==> src/rtl/vector_mem_seq_pkg.sv <==
// Shared instruction codes, geometry and sequencer state encoding for the vector memory path.
// Operand selection imports the same functype codes, so keep them in sync.
package vector_mem_seq_pkg;

    localparam int ELEMS  = 16;
    localparam int DATA_W = 16;
    localparam int ADDR_W = 16;
    localparam int VEC_W  = ELEMS * DATA_W;
    localparam int IDX_W  = $clog2(ELEMS);

    localparam logic [3:0] FT_VADD = 4'b0000;
    localparam logic [3:0] FT_VSUB = 4'b0001;
    localparam logic [3:0] FT_VMUL = 4'b0010;
    localparam logic [3:0] FT_SST  = 4'b0011;
    localparam logic [3:0] FT_VLD  = 4'b0100;
    localparam logic [3:0] FT_VST  = 4'b0101;
    localparam logic [3:0] FT_VDOT = 4'b0110;
    localparam logic [3:0] FT_NOP  = 4'b1111;

    typedef enum logic [2:0] {
        ST_IDLE,
        ST_RD,
        ST_RD_TAIL,
        ST_WR,
        ST_WR1,
        ST_DONE
    } state_t;

    function automatic logic is_mem_op(input logic [3:0] ft);
        return (ft == FT_VLD) || (ft == FT_VST) || (ft == FT_SST);
    endfunction

endpackage

==> src/rtl/vector_mem_seq_addr_gen.sv <==
// Element address generator: latched base plus wrapping element index.
// Latency: address is combinational from registered base/idx; idx advances one per inc.
// Backpressure: none, the sequencer owns inc.
module vec_addr_gen
    import vector_mem_seq_pkg::*;
(
    input  logic              clk,
    input  logic              rst,
    input  logic              load,
    input  logic [ADDR_W-1:0] base_in,
    input  logic              inc,
    output logic [ADDR_W-1:0] addr,
    output logic [IDX_W-1:0]  idx,
    output logic              last
);

    logic [ADDR_W-1:0] base;

    always_ff @(posedge clk) begin
        if (rst) begin
            base <= '0;
            idx  <= '0;
        end else if (load) begin
            base <= base_in;
            idx  <= '0;
        end else if (inc) begin
            idx <= idx + 1'b1;
        end
    end

    // Carry out of the top bit is dropped so 16'hFFFF wraps to 16'h0000.
    assign addr = base + ADDR_W'(idx);
    assign last = (idx == IDX_W'(ELEMS - 1));

endmodule

==> src/rtl/vector_mem_seq.sv <==
// Sequences VLD/VST/SST accesses onto the single-port 16-bit data memory.
// Latency from start: VLD 18, VST 17, SST 2, unsupported 1 cycle to done.
// Backpressure: busy high while sequencing; start is ignored unless idle.
module vector_mem_seq
    import vector_mem_seq_pkg::*;
(
    input  logic              clk,
    input  logic              rst,
    input  logic              start,
    input  logic [3:0]        functype,
    input  logic [VEC_W-1:0]  op1,
    input  logic [VEC_W-1:0]  op2,
    input  logic [VEC_W-1:0]  st_vec,
    input  logic [DATA_W-1:0] st_scalar,
    input  logic [DATA_W-1:0] mem_rdata,
    output logic [ADDR_W-1:0] mem_addr,
    output logic [DATA_W-1:0] mem_wdata,
    output logic              mem_re,
    output logic              mem_we,
    output logic              busy,
    output logic              done,
    output logic              err,
    output logic [VEC_W-1:0]  ld_vec,
    output logic              ld_we
);

    state_t             state, state_nxt;
    logic [3:0]         func_q;
    logic [VEC_W-1:0]   st_vec_q;
    logic [DATA_W-1:0]  st_scalar_q;
    logic [VEC_W-1:0]   shadow;
    logic [ADDR_W-1:0]  elem_addr;
    logic [IDX_W-1:0]   idx;
    logic               last;
    logic               load;
    logic               inc;
    logic               capture;
    logic               unused_op_hi;

    assign unused_op_hi = ^{op1[VEC_W-1:ADDR_W], op2[VEC_W-1:ADDR_W]};

    assign load = (state == ST_IDLE) && start;
    assign inc  = (state == ST_RD) || (state == ST_WR);

    // Read data lags mem_re by one cycle, so the first RD cycle has nothing to capture.
    assign capture = ((state == ST_RD) && (idx != '0)) || (state == ST_RD_TAIL);

    vec_addr_gen u_addr_gen (
        .clk     (clk),
        .rst     (rst),
        .load    (load),
        .base_in (op1[ADDR_W-1:0] + op2[ADDR_W-1:0]),
        .inc     (inc),
        .addr    (elem_addr),
        .idx     (idx),
        .last    (last)
    );

    always_ff @(posedge clk) begin
        if (rst) state <= ST_IDLE;
        else     state <= state_nxt;
    end

    always_comb begin
        state_nxt = state;
        case (state)
            ST_IDLE: begin
                if (start) begin
                    case (functype)
                        FT_VLD:  state_nxt = ST_RD;
                        FT_VST:  state_nxt = ST_WR;
                        FT_SST:  state_nxt = ST_WR1;
                        default: state_nxt = ST_DONE;
                    endcase
                end
            end
            ST_RD:      if (last) state_nxt = ST_RD_TAIL;
            ST_RD_TAIL: state_nxt = ST_DONE;
            ST_WR:      if (last) state_nxt = ST_DONE;
            ST_WR1:     state_nxt = ST_DONE;
            ST_DONE:    state_nxt = ST_IDLE;
            default:    state_nxt = ST_IDLE;
        endcase
    end

    always_comb begin
        mem_re    = 1'b0;
        mem_we    = 1'b0;
        mem_addr  = '0;
        mem_wdata = '0;
        done      = 1'b0;
        err       = 1'b0;
        ld_we     = 1'b0;
        case (state)
            ST_RD: begin
                mem_re   = 1'b1;
                mem_addr = elem_addr;
            end
            ST_WR: begin
                mem_we    = 1'b1;
                mem_addr  = elem_addr;
                mem_wdata = st_vec_q[DATA_W*idx +: DATA_W];
            end
            ST_WR1: begin
                mem_we    = 1'b1;
                mem_addr  = elem_addr;
                mem_wdata = st_scalar_q;
            end
            ST_DONE: begin
                done  = 1'b1;
                ld_we = (func_q == FT_VLD);
                err   = !is_mem_op(func_q);
            end
            default: ;
        endcase
    end

    assign busy = (state != ST_IDLE);

    // Elements shift in from the top; after 16 captures element 0 sits in the low word.
    always_ff @(posedge clk) begin
        if (rst) begin
            func_q      <= '0;
            st_vec_q    <= '0;
            st_scalar_q <= '0;
            shadow      <= '0;
            ld_vec      <= '0;
        end else begin
            if (load) begin
                func_q      <= functype;
                st_vec_q    <= st_vec;
                st_scalar_q <= st_scalar;
            end
            if (capture)
                shadow <= {mem_rdata, shadow[VEC_W-1:DATA_W]};
            if (state == ST_RD_TAIL)
                ld_vec <= {mem_rdata, shadow[VEC_W-1:DATA_W]};
        end
    end

endmodule

==> config.mk <==
export PLATFORM = sky130hd
export DESIGN_NAME = vector_mem_seq
export DESIGN_NICKNAME = d
export VERILOG_FILES = /design/src/rtl/vector_mem_seq_pkg.sv /design/src/rtl/vector_mem_seq_addr_gen.sv /design/src/rtl/vector_mem_seq.sv
export SDC_FILE = /design/constraint.sdc
export NUM_CORES = 2
export LEC_CHECK = 0
export BUFFER_PORTS_ARGS = -buffer_cell sky130_fd_sc_hd__buf_2
export CORE_AREA = 2 2 423 425
export DETAILED_ROUTE_END_ITERATION = 10
export DIE_AREA = 0 0 425 427
export GPL_TIMING_DRIVEN = 1
export PLACE_DENSITY_LB_ADDON = 0.2
export SYNTH_ARGS = -nofsm -noshare
export SYNTH_HDL_FRONTEND = slang
export SYNTH_SLANG_ARGS = --single-unit
==> constraint.sdc <==
create_clock -name clk -period 2.6 [get_ports clk]
set_clock_uncertainty 0.2 [all_clocks]
set_input_delay 0 -clock clk [delete_from_list [all_inputs] [get_ports clk]]
set_output_delay 0 -clock clk [all_outputs]
set_load 0.1 [all_outputs]
# Word level (Yosys, flattened, before mapping)
# Index checks and enable logic that the tools add are counted.
# word_totals
mem_count	0
regBits	811
elab_cells	54
mem_bits_ro	0
mem_bits_rw	0
inputBits	807
latchBits	0
# classes
addsub	3
n_lt_le_gt_ge	0
shifts	1
div	0
bitwise_logic	0
n_mux	12
reduce_logical	15
n_mul	0
n_eq_ne	15
# op_table
cell	n
indexed part select 256 x 9 -> 16 bit	1
case mux 16 bit (2 select lines)	1
adder 16 bit	1
adder 16 x 4 -> 16 bit	1
== test 4 x 3 -> 1 bit (second input constant)	4
2-to-1 mux 16 bit	1
case mux 3 bit (4 select lines)	1
2-to-1 mux 3 bit	3
case mux 3 bit (3 select lines)	1
== test 4 x 2 -> 1 bit (second input constant)	2
== test 3 x 2 -> 1 bit (second input constant)	2
== test 3 bit (second input constant)	2
inequality test 2 bit (second input constant)	3
OR reduction 2 bit	3
2-to-1 mux 1 bit	5
adder 4 x 1 -> 4 bit (second input constant)	1
== test 4 bit (second input constant)	1
logical OR 1 bit	4
nonzero test 4 bit	1
== test 3 x 1 -> 1 bit (second input constant)	1
logical NOT 3 bit	1
AND reduction 3 bit	1
nonzero test 3 bit	1
OR reduction 3 bit	1
other kinds (2)	3

# Logic depth before layout (Yosys ltp)
# depth
ltp_word	5
ltp_mapped	12
depth_no_buf	8

# Cells and area by module
# Synthesis repeated with hierarchy kept, for this count alone.
# hier_totals
hier_cells	3867
hier_area_um2	30884.6
# by_module_without_submodules
mod	area_each_um2	cells_per_inst	seq_area_each_um2	n_inst
vector_mem_seq	29809.8	3752	15514.9	1
vec_addr_gen	1074.8	115	400.4	1

# Worst setup path before layout
# OpenSTA, ideal clock, no wires.
# synth_path
path_type	reg2out
from	register u_addr_gen.idx[1]
to	output mem_addr[2]
n_path_buf	2
stages_incl_launch_ff	7
path_slack_ns	-1.238
arrival_time_ns	3.638
path_cell_list	dfxtp_1 buf_2 buf_1 inv_1 fa_1 nor2b_1 nor3_1
# synth_via
elab_chain_cells	2
# synth_lines
element	line	source
start, declared	vector_mem_seq_addr_gen.sv:13	output logic [IDX_W-1:0] idx,
start signal, assigned	vector_mem_seq_addr_gen.sv:27	idx <= idx + 1'b1;
adder 16 x 4 -> 16 bit	vector_mem_seq_addr_gen.sv:32	assign addr = base + ADDR_W'(idx);
2-to-1 mux 16 bit	vector_mem_seq.sv:94	case (state)
end, declared	vector_mem_seq.sv:16	output logic [ADDR_W-1:0] mem_addr,
# No other way between the ends.

# Worst setup path after layout
# layout_path
from	register u_addr_gen.idx[0]
to	output mem_wdata[10]
# layout_via
elab_chain_cells	2
# layout_lines
element	line	source
indexed part select 256 x 9 -> 16 bit	vector_mem_seq.sv:102	mem_wdata = st_vec_q[DATA_W*idx +: DATA_W];
case mux 16 bit (2 select lines)	vector_mem_seq.sv:94	
end, declared	vector_mem_seq.sv:17	output logic [DATA_W-1:0] mem_wdata,
# No other way between the ends.

==> results.md <==
- Setup TNS after final layout: -8.89 ns
- WHS Path Cells: 5
- PwrDens: roughly 700 mW/mm²
- Post-route cell area: 0.0500 mm²
- R2R setup slack: 0.21 ns
- Yosys cell types: 60
- EDFF count, synth: 0
- RSZ-0062 raised after global routing: true
- Post-DP Area: 0.0375 mm²
- First-pass GRT wire length: 204 mm
- Drt first pass iters: 5
- Multi-input gate area: 0.0140 mm²
- Max-slew headroom: a little over two fifths
- First DRT Iteration DRCs: around 1500
- Initial antenna violation count: 29
- Syn. warnings: 0
- R2R depth: 7
- Run status: finished, violations left
- Hold Path Class: in2reg
- Syn_nets: 4648
- Leak: roughly 18 nW
- Clk_lat worst skew: 0.73 ns
- GR Util met2: 26.8%
- Clk Tree Root Cell: clkbuf_16
- R2R Path Start: state[1]
- Sequential Area: roughly 0.016 mm²
- Placer Congestion: between 0.7 and 0.8
- Fmax: roughly 0.33 GHz
- Die ar.: 0.181 mm²
- Die width: 425 µm
- Antenna Nets Post-Route: 0
- IO Count: between 1000 and 1500
- Worst path slowest cell: mux4_2
- Post-synthesis average cell area: 8.04 µm²
- Share of cells above drive strength 1: between 20% and 30%
- Final Hold Viols: 0
- Final Setup Violations: 29
- Setup ws final: -0.392 ns
- Hold EP: u_addr_gen.base[15]
- Sequential share of the synthesized area: 51.8%
- DP HPWL: 96.5 mm
- Cell count after synthesis: between 3000 and 4000
- GRT Max-Usage Layer: met2
- Worst-path clk slew: roughly 0.060 ns
- Die extent in y: 427 µm
- Largest net degree at the start of global routing: between 100 and 150
- Cell row count: about 160
- CTS Sinks: 795
- # nets final: 6050
- Most frequent cells in the layout: nand2_1 (1569), dlygate4sd3_1 (820), a21oi_1 (801)
- GR Util met1: between 10% and 20%
- # DRC: 0
- HP Start: op1[15]
- Worst IR Drop VDD: 0.463 mV
- M3 GR Usage: 3.05%
- Required @ worst endpoint: 2.40 ns
- Post-DR wirelength/cell: 18.3 µm
- Commonest non-fill, non-tap cell in the layout: nand2_1
- Fillers: 19182
- Most frequent CP cell: buf_12
- Worst-Margin Slew: 0.855 ns
- CP peak stage delay: approximately 0.48 ns
- Slew Limit Fails: 0
- Initial Util: between 10% and 20%
- Mapped cell area: 0.0307 mm²
- DR vias: 31301
- Vias per cell: 4.08
- Worst setup SP type: register
- Fin util: 28.2%
- Core box area: 0.177 mm²
- Critical path type: reg2out
- Main synth FF type: dfxtp_1
- Yosys reg bits: about 800
- Max Root-Sink Buffers: 3
- GRT Residual Overflow: 0
- TritonCTS clock tree: built
- Tcrit/Tclk final: 115%
- WP buf/inv: 5
- Violated checks: negative setup slack
- Input/output buffers: 620
- CP Data Arrival Time: 2.79 ns
- Max_cap viols: 0
- Fin crit period: 2.99 ns
- All-Layer GR Usage: 15.0%
- Top delay family on crit path: buffers and inverters
- Reg2reg end: st_vec_q[195]
- Vias in the first global route: 31385
- CP Capture Type: output port
- Synth-to-Final Area Change: 62.9%
- Worst Setup SP: u_addr_gen.idx[0]
- Cell Chain, Critical Path: buf_12, buf_16, buf_6, mux4_2, mux2i_1, buf_4, nor2_2, a21oi_2, o21ai_2, buf_12
- Async S/R FF share, synth: 0%
- H-tree depth: 3
- Total Wirelength: 140 mm
- Worst-path maximum fanout: 4
- Clock buffer count from CTS: 97
## logic make-up after synthesis
family	after synthesis	synth area share, %
muxes	96	5.74
buffers and inverters	309	4.58
xor gates and xnor gates	18	0.513
adders and majority gates	23	0.986
and+or+nand+nor	1675	21.0
AOI/OAI and AO/OA	902	15.3
DFF	795	51.8
## layout make-up
cell class | instances | area share [%]
multi-input cells | 2715 | 27.9
inverters | 14 | 0.118
flip-flops and latches | 795 | 31.9
diodes | 12 | 0.0600
clock buffers | 143 | 5.68
well taps | 2355 | 5.89
repair buffers | 1597 | 27.6
clock inverters | 34 | 0.928
## worst max path at each step
stage	endpoint	cells after the start	slack (ns)
4_1_cts	mem_wdata[0]	7	-0.55
6_report	mem_wdata[10]	10	-0.39
2_1_floorplan	mem_addr[5]	5	-0.46
3_3_place_gp	mem_wdata[0]	7	0.11
3_5_place_dp	mem_wdata[0]	7	0.13
5_1_grt	mem_wdata[11]	10	-0.58
## state kept, by name, indices dropped and copies added, names as in the netlist
| signal | flops |
|---|---|
| st_vec_q | 256 |
| shadow | 240 |
| ld_vec | 256 |
| u_addr_gen.idx | 4 |
| state | 3 |
| u_addr_gen.base | 16 |
| st_scalar_q | 16 |
| func_q | 4 |
## per-stage QoR
step	instances	worst slack, ns	power, mW	hold slack (ns)
after CTS	7648	-0.549	36.0	0.0335
after floorplan	3818	-0.460	17.2	-0.0640
after global routing	7659	-0.577	37.2	0.159
final	7665	-0.392	35.4	0.155
after detailed placement	6622	0.134	19.8	0.0466
after global placement	6622	0.107	19.8	0.0470
## report_power, final
| part | internal (mW) | leakage [nW] | switching [mW] |
|---|---|---|---|
| clock network | 8.29 | 1.61 | 5.85 |
| registers | 12.8 | 6.45 | 0.432 |
| logic | 3.48 | 10.3 | 4.50 |
| total | 24.6 | 18.4 | 10.8 |
## worst register-to-register path, stage by stage, from the launching register on
cell           delay (ns)
dfxtp_4              0.41
nor3_4               0.21
and2_4               0.27
buf_12               0.24
buf_4                0.21
nand2_1              0.08
a21oi_1              0.14
dlygate4sd3_1        0.57
## repair_timing
item	in CTS	in global routing
setup endpoints to repair	36	150
buffers inserted	17	10
endpoints found under the hold margin	793	0
gates cloned	6	0
hold buffers	826	0
pin swaps	23	20
resized for setup	106	22
## metal layers
| metal | up-vias | routed length (µm) |
|---|---|---|
| met5 | - | 103 |
| met4 | 18 | 4260 |
| met3 | 193 | 6590 |
| met2 | 714 | 70700 |
| met1 | 14914 | 58700 |
| li1 | 15462 | - |
## synth_stat cells (all sizes together), types with 6 or more instances
cell / number / area [µm²]
nand2: 1571 / 5900
a21oi: 815 / 4080
dfxtp: 795 / 15900
clkbuf: 163 / 616
buf: 132 / 738
mux4: 64 / 1440
nor2: 40 / 150
mux2i: 32 / 320
o21ai: 28 / 144
ha: 21 / 263
nor3: 18 / 95.1
inv: 14 / 52.6
a21o: 11 / 82.6
xnor2: 10 / 87.6
a31oi: 9 / 56.3
nand4: 8 / 50.1
xor2: 8 / 70.1
nand3: 7 / 35.0
nor2b: 6 / 37.5
Power figures use the tool's default switching activity.
